[src/rtl/move_sequencer_if.sv]
// Signal bundle between the playfield control logic and the move sequencer:
// run/button/enable requests in, move/lock pulses and busy out.
interface move_sequencer_if;
  logic run;
  logic btn_up, btn_down, btn_left, btn_right;
  logic up_en, down_en, left_en, right_en;
  logic move_up, move_down, move_left, move_right;
  logic lock_o;
  logic busy;

  modport master (
    output run, btn_up, btn_down, btn_left, btn_right,
    output up_en, down_en, left_en, right_en,
    input  move_up, move_down, move_left, move_right, lock_o, busy
  );

  modport slave (
    input  run, btn_up, btn_down, btn_left, btn_right,
    input  up_en, down_en, left_en, right_en,
    output move_up, move_down, move_left, move_right, lock_o, busy
  );
endinterface

[src/rtl/move_sequencer.sv]
// Arbitrates button edges and gravity ticks into one-cycle move pulses,
// with a settle hold-off after each move and a lock after repeated blocked gravity.
//   state    | meaning
//   S_IDLE   | waiting for a pending request
//   S_ISSUE  | evaluating the selected request against its enable
//   S_SETTLE | holding off while the enable flags recompute
module move_sequencer #(
  parameter int TICK_DIV   = 50_000_000,
  parameter int LOCK_TICKS = 2,
  parameter int SETTLE     = 2
) (
  input  logic            clk,
  input  logic            reset,
  move_sequencer_if.slave bus
);
  localparam int              GW          = $clog2(TICK_DIV);
  localparam logic [GW-1:0]   GRAV_LAST   = GW'(TICK_DIV - 1);
  localparam logic [3:0]      LOCK_LIM    = 4'(LOCK_TICKS);
  localparam logic [3:0]      SETTLE_LOAD = 4'(SETTLE - 1);

  typedef enum logic [1:0] {S_IDLE, S_ISSUE, S_SETTLE} state_t;
  // Encodings double as bit positions in pend_q
  typedef enum logic [2:0] {SEL_GRAV, SEL_DOWN, SEL_LEFT, SEL_RIGHT, SEL_UP} sel_t;

  state_t        state_q, state_d;
  sel_t          sel_q, sel_d;
  logic [GW-1:0] grav_cnt_q, grav_cnt_d;
  logic [4:0]    pend_q, pend_d;      // {up, right, left, down, grav}
  logic [3:0]    btn_q, btn_d;        // {up, right, left, down}
  logic [3:0]    settle_q, settle_d;
  logic [3:0]    blk_q, blk_d;
  logic [3:0]    mv_q, mv_d;          // {up, right, left, down}
  logic          lock_q, lock_d;
  logic          busy_q, busy_d;

  logic [3:0] btn_now, en_now, dir_oh;
  logic [4:0] set_v, clr_v;
  logic       grav_wrap, dir_en, is_down;

  assign btn_now = {bus.btn_up, bus.btn_right, bus.btn_left, bus.btn_down};
  assign en_now  = {bus.up_en, bus.right_en, bus.left_en, bus.down_en};

  always_comb begin
    btn_d      = btn_now;
    grav_wrap  = (grav_cnt_q == GRAV_LAST);
    grav_cnt_d = grav_wrap ? '0 : grav_cnt_q + GW'(1);
    set_v      = {btn_now & ~btn_q, grav_wrap};
    clr_v      = '0;
    state_d    = state_q;
    sel_d      = sel_q;
    settle_d   = settle_q;
    blk_d      = blk_q;
    mv_d       = '0;
    lock_d     = 1'b0;
    dir_oh     = '0;
    is_down    = 1'b0;

    case (sel_q)
      SEL_GRAV, SEL_DOWN: begin
        dir_oh  = 4'b0001;
        is_down = 1'b1;
      end
      SEL_LEFT:  dir_oh = 4'b0010;
      SEL_RIGHT: dir_oh = 4'b0100;
      SEL_UP:    dir_oh = 4'b1000;
      default:   dir_oh = '0;
    endcase
    dir_en = |(dir_oh & en_now);

    case (state_q)
      S_IDLE: begin
        if (|pend_q) begin
          state_d = S_ISSUE;
          if (pend_q[0])      sel_d = SEL_GRAV;
          else if (pend_q[1]) sel_d = SEL_DOWN;
          else if (pend_q[2]) sel_d = SEL_LEFT;
          else if (pend_q[3]) sel_d = SEL_RIGHT;
          else                sel_d = SEL_UP;
        end
      end
      S_ISSUE: begin
        clr_v = 5'b00001 << sel_q;
        if (dir_en) begin
          mv_d     = dir_oh;
          if (is_down) blk_d = '0;
          state_d  = S_SETTLE;
          settle_d = SETTLE_LOAD;
        end else if (sel_q == SEL_GRAV) begin
          if (blk_q + 4'd1 == LOCK_LIM) begin
            lock_d   = 1'b1;
            blk_d    = '0;
            clr_v    = '1;
            state_d  = S_SETTLE;
            settle_d = SETTLE_LOAD;
          end else begin
            blk_d   = blk_q + 4'd1;
            state_d = S_IDLE;
          end
        end else begin
          state_d = S_IDLE;
        end
      end
      S_SETTLE: begin
        if (settle_q == '0) state_d = S_IDLE;
        else                settle_d = settle_q - 4'd1;
      end
      default: state_d = S_IDLE;
    endcase

    // A set on the same edge as a clear wins, so a fresh edge is never lost
    pend_d = (pend_q & ~clr_v) | set_v;

    if (!bus.run) begin
      state_d    = S_IDLE;
      pend_d     = '0;
      grav_cnt_d = '0;
      blk_d      = '0;
      settle_d   = '0;
      mv_d       = '0;
      lock_d     = 1'b0;
    end

    busy_d = (state_d != S_IDLE);
  end

  always_ff @(posedge clk or posedge reset) begin
    if (reset) begin
      state_q    <= S_IDLE;
      sel_q      <= SEL_GRAV;
      grav_cnt_q <= '0;
      pend_q     <= '0;
      btn_q      <= '1;
      settle_q   <= '0;
      blk_q      <= '0;
      mv_q       <= '0;
      lock_q     <= 1'b0;
      busy_q     <= 1'b0;
    end else begin
      state_q    <= state_d;
      sel_q      <= sel_d;
      grav_cnt_q <= grav_cnt_d;
      pend_q     <= pend_d;
      btn_q      <= btn_d;
      settle_q   <= settle_d;
      blk_q      <= blk_d;
      mv_q       <= mv_d;
      lock_q     <= lock_d;
      busy_q     <= busy_d;
    end
  end

  assign bus.move_down  = mv_q[0];
  assign bus.move_left  = mv_q[1];
  assign bus.move_right = mv_q[2];
  assign bus.move_up    = mv_q[3];
  assign bus.lock_o     = lock_q;
  assign bus.busy       = busy_q;
endmodule

[src/flat_wrapper.sv]
// flat-port wrapper written by rule: the top's interface ports become plain ports
module move_sequencer_flat 
#(
  parameter int TICK_DIV   = 50_000_000,
  parameter int LOCK_TICKS = 2,
  parameter int SETTLE     = 2
)
  (clk, reset, bus_run, bus_btn_up, bus_btn_down, bus_btn_left, bus_btn_right, bus_up_en, bus_down_en, bus_left_en, bus_right_en, bus_move_up, bus_move_down, bus_move_left, bus_move_right, bus_lock_o, bus_busy);
  move_sequencer_if bus_i ();
  input  logic clk;
  input  logic reset;
  input wire logic [$bits(bus_i.run)-1:0] bus_run;
  input wire logic [$bits(bus_i.btn_up)-1:0] bus_btn_up;
  input wire logic [$bits(bus_i.btn_down)-1:0] bus_btn_down;
  input wire logic [$bits(bus_i.btn_left)-1:0] bus_btn_left;
  input wire logic [$bits(bus_i.btn_right)-1:0] bus_btn_right;
  input wire logic [$bits(bus_i.up_en)-1:0] bus_up_en;
  input wire logic [$bits(bus_i.down_en)-1:0] bus_down_en;
  input wire logic [$bits(bus_i.left_en)-1:0] bus_left_en;
  input wire logic [$bits(bus_i.right_en)-1:0] bus_right_en;
  output wire logic [$bits(bus_i.move_up)-1:0] bus_move_up;
  output wire logic [$bits(bus_i.move_down)-1:0] bus_move_down;
  output wire logic [$bits(bus_i.move_left)-1:0] bus_move_left;
  output wire logic [$bits(bus_i.move_right)-1:0] bus_move_right;
  output wire logic [$bits(bus_i.lock_o)-1:0] bus_lock_o;
  output wire logic [$bits(bus_i.busy)-1:0] bus_busy;
  assign bus_i.run = bus_run;
  assign bus_i.btn_up = bus_btn_up;
  assign bus_i.btn_down = bus_btn_down;
  assign bus_i.btn_left = bus_btn_left;
  assign bus_i.btn_right = bus_btn_right;
  assign bus_i.up_en = bus_up_en;
  assign bus_i.down_en = bus_down_en;
  assign bus_i.left_en = bus_left_en;
  assign bus_i.right_en = bus_right_en;
  assign bus_move_up = bus_i.move_up;
  assign bus_move_down = bus_i.move_down;
  assign bus_move_left = bus_i.move_left;
  assign bus_move_right = bus_i.move_right;
  assign bus_lock_o = bus_i.lock_o;
  assign bus_busy = bus_i.busy;
  move_sequencer #(.TICK_DIV(TICK_DIV), .LOCK_TICKS(LOCK_TICKS), .SETTLE(SETTLE)) u_core (.clk(clk), .reset(reset), .bus(bus_i));
endmodule
[config.mk]
export PLATFORM = sky130hd
export DESIGN_NAME = move_sequencer_flat
export DESIGN_NICKNAME = d
export VERILOG_FILES = /design/src/rtl/move_sequencer_if.sv /design/src/rtl/move_sequencer.sv /design/src/flat_wrapper.sv
export SDC_FILE = /design/constraint.sdc
export NUM_CORES = 1
export LEC_CHECK = 0
export ABC_AREA = 1
export CORE_ASPECT_RATIO = 1.25
export CORE_MARGIN = 2
export CORE_UTILIZATION = 59
export DETAILED_ROUTE_END_ITERATION = 16
export GPL_TIMING_DRIVEN = 0
export HOLD_SLACK_MARGIN = 0.15
export PLACE_DENSITY = 0.79
export SLEW_MARGIN = 20
export SYNTH_ARGS = -nofsm -noshare
export SYNTH_HDL_FRONTEND = slang
export SYNTH_SLANG_ARGS = --single-unit
[constraint.sdc]
create_clock -name clk -period 1.95 [get_ports clk]
set_input_delay 0.195 -clock clk [delete_from_list [all_inputs] [get_ports clk]]
set_output_delay 0.195 -clock clk [all_outputs]
set_load 0.02 [all_outputs]
==> results.yml <==
outcome:
  status: "completed"
sta:
  tns_ns: 0
  min_period_ns: 1.77
  postLayoutSetupSlackWorst_ns: 0.184
  fin_crit_sh_pct: 90.5
  hold_viol: 0
  maxSlewViolCount: 0
  tightest_slew_ns: 0.647
  slew_headroom_pct: 56.8
  setup_viol: 0
  finClkSkew_ns: 0.0142
  max_freq_ghz: 0.566
pwr:
  p_per_area_mw_per_mm2: 776
  total_leakage_power_nw: 1.46
  p_sw_mw: 0.813
  pwr-share-comb_pct: 20.9
  swShare_pct: 31.3
  peakVddDrop_mv: 0.521
  pwr-share-seq_pct: 49.6
  pwr-share-clk_pct: 29.5
  p_int_mw: 1.78
synthesis:
  yosys_most_used_dff: "dfrtp_1"
  synth_area_mm2: 0.00297
  synth_cell_type_count: 30
  async_flop_share_pct: 100
  yosys_warnings: 0
  synthSimpleGateAreaFrac_pct: 35.4
  syn_nets: 401
  synth_xor_area_share_pct: 4.13
  synth-compound-area-share_pct: 5.56
  ys_ff_latch: 54
  muxShareOfSynthArea_pct: 0
  yosysSeqAreaShare_pct: 45.7
  netlist_instances: 385
  synth_top_family_by_area: "simple AND/OR/NAND/NOR gates"
  syn_area_per_cell_um2: 7.71
  synthAdderAreaFrac_pct: 2.11
  synth_edf_count: 0
finish:
  final_common_cell: "nand2_1"
  diodes: 0
  finalNonFillerCells: 469
  final_cell_mix: "nand2_1 (86), nor2_1 (62), dfrtp_1 (50)"
  final_area_mm2: 0.00335
  nets: 424
  syn_to_final_growth_pct: 12.7
  utilization_pct: 69.7
  drive_above_1_share_pct: 11.2
die:
  row_count: 28
  fp.dieArea_mm2: 0.00562
  core-area_mm2: 0.00480
  die_w_um: 67.5
  die_y_um: 83.3
  io-pin-count: 17
  start_util_pct: 61.9
clock_tree:
  clockBufferDepth: 2
  path_clk_slew_ns: 0.10
  clkSinkCount: 54
  cts.htree.levels: 2
  clock_latency_ns: 0.31
  ctsHoldBuffers: 0
  tritoncts: "built"
  postCtsSetupRepairBufs: 0
  cts_buffers: 5
  root_buffer: "clkbuf_8"
setup_path:
  r2r_start: "u_core.grav_cnt_q[0]$_DFF_PP0_"
  reg2reg_depth: 8
  cp.required_ns: 2.12
  crit_type: "flop to flop"
  r2r-end: "u_core.grav_cnt_q[22]$_DFF_PP0_"
  crit_path_start_kind: "flop"
  worst_ep_arrival_time_ns: 1.94
  reg2reg_setup_slack_ns: 0.18
  endpoint_kind: "flop"
  worst-path-max-fanout: 7
place:
  place_hpwl_um: 4850
  dp_cells: 461
  placed_cell_area_mm2: 0.00322
  place_ws_ns: 0.0876
  gp_congestion: 0.987
  io_buffer_count: 15
global_routing:
  grt_max_degree: 31
  grt_overflow: 0
  grt_pass1_wl_um: 10800
  grt_usage_pct: 25.2
  antenna_found_initial: 0
  grt_pass1_vias: 2484
drt:
  vias: 2506
  via_per_inst: 5.34
  routed_wl_um: 6210
  drc: 0
  dr.pass1.iters: 4
  ant_nets: 0
  post_drt_wl_per_cell_um: 13.2
  drtIter0Drc: 114
job:
  maxCapViolCount: 0
min_path:
  hold_path.startpoint: "bus_run"
  hp-class: "primary input to flop"
  min_to: "u_core.grav_cnt_q[9]$_DFF_PP0_"
  holdPathStages: 3
[sequential cells by signal, summed over array words and instances, names as in the netlist]
name / cells
u_core.blk_q: 4
u_core.btn_q: 4
u_core.bus.busy: 1
u_core.bus.lock_o: 1
u_core.grav_cnt_q: 26
u_core.mv_q: 4
u_core.pend_q: 5
u_core.sel_q: 3
u_core.settle_q: 4
u_core.state_q: 2
[critical path, cell delays in order, from the launching register on]
cell	delay, ns
dfrtp_1	0.43
ha_1	0.29
nand2_1	0.16
nor2_4	0.18
nand2_1	0.08
nor2_1	0.17
nand2_2	0.15
nand3_1	0.13
nor2_1	0.04
[stage by stage]
stage                     total power, mW  hold WS, ns
after floorplan                      1.69        0.199
after global placement               1.82        0.503
after detailed placement             1.85        0.519
after CTS                            2.63        0.216
after global routing                 2.76        0.222
final                                2.60        0.229
[what timing repair did]
| action | in CTS | in global routing |
|---|---|---|
| endpoints found under the setup margin | 0 | 7 |
| endpoints found under the hold margin | 0 | 0 |
| resized for setup | 0 | 2 |
[cells by family after synthesis]
kind of cell               Yosys count
DFF                                 54
AOI/OAI and AO/OA                   29
xor gates and xnor gates            14
adders and majority gates            5
buffers and inverters               56
and+or+nand+nor                    227
[synth_stat cells, types with 5 or more instances]
library cell / instances / area share, %
a21oi_1: 7 / 1.2
dfrtp_1: 50 / 42
ha_1: 5 / 2.1
inv_1: 50 / 6.3
nand2_1: 87 / 11
nand2_2: 6 / 1.3
nand3_1: 28 / 4.7
nand4_1: 9 / 1.9
nor2_1: 62 / 7.8
nor3_1: 10 / 1.7
nor3_2: 10 / 3.4
o21ai_0: 10 / 1.7
o21ai_1: 6 / 1.0
or2_1: 5 / 1.1
xor2_1: 10 / 2.9
[worst max path at each step]
stage                                               from                               to  slack (ns)
after CTS                 u_core.grav_cnt_q[0]$_DFF_PP0_  u_core.grav_cnt_q[23]$_DFF_PP0_        0.08
after detailed placement  u_core.grav_cnt_q[0]$_DFF_PP0_  u_core.grav_cnt_q[25]$_DFF_PP0_        0.09
after floorplan                                    reset      u_core.blk_q[0]$_DFFE_PP0P_        0.45
after global routing      u_core.grav_cnt_q[0]$_DFF_PP0_  u_core.grav_cnt_q[23]$_DFF_PP0_       -0.04
final                     u_core.grav_cnt_q[0]$_DFF_PP0_  u_core.grav_cnt_q[22]$_DFF_PP0_        0.18
after global placement                             reset   u_core.grav_cnt_q[3]$_DFF_PP0_       -0.47
[area by class of cell]
| cell class | instances | area, µm² |
|---|---|---|
| clock buffers | 5 | 68.8 |
| fillers | 403 | 1450 |
| well taps | 60 | 75.1 |
| flip-flops and latches | 54 | 1360 |
| plain buffers | 3 | 12.5 |
| repair buffers | 16 | 178 |
| multi-input cells | 275 | 1410 |
| inverters | 53 | 199 |
| clock inverters | 3 | 47.5 |
[layer usage]
layer | share of wire (%) | track usage (%) | up-vias
met5 | 0 | 0 | -
met4 | 4.0 | 13.7 | 0
met3 | 3.2 | 3.52 | 19
met2 | 53 | 44.0 | 48
met1 | 40 | 28.4 | 1174
li1 | - | - | 1265
[power by group through the flow]
stage	Clock [mW]	Combinational, mW	Sequential (mW)
6_report	0.766	0.543	1.29
5_1_grt	0.833	0.624	1.30
4_1_cts	0.792	0.551	1.28
3_5_place_dp	0	0.547	1.31
3_3_place_gp	0	0.515	1.30
2_1_floorplan	0	0.393	1.30
(Power assumes the default switching activity.)
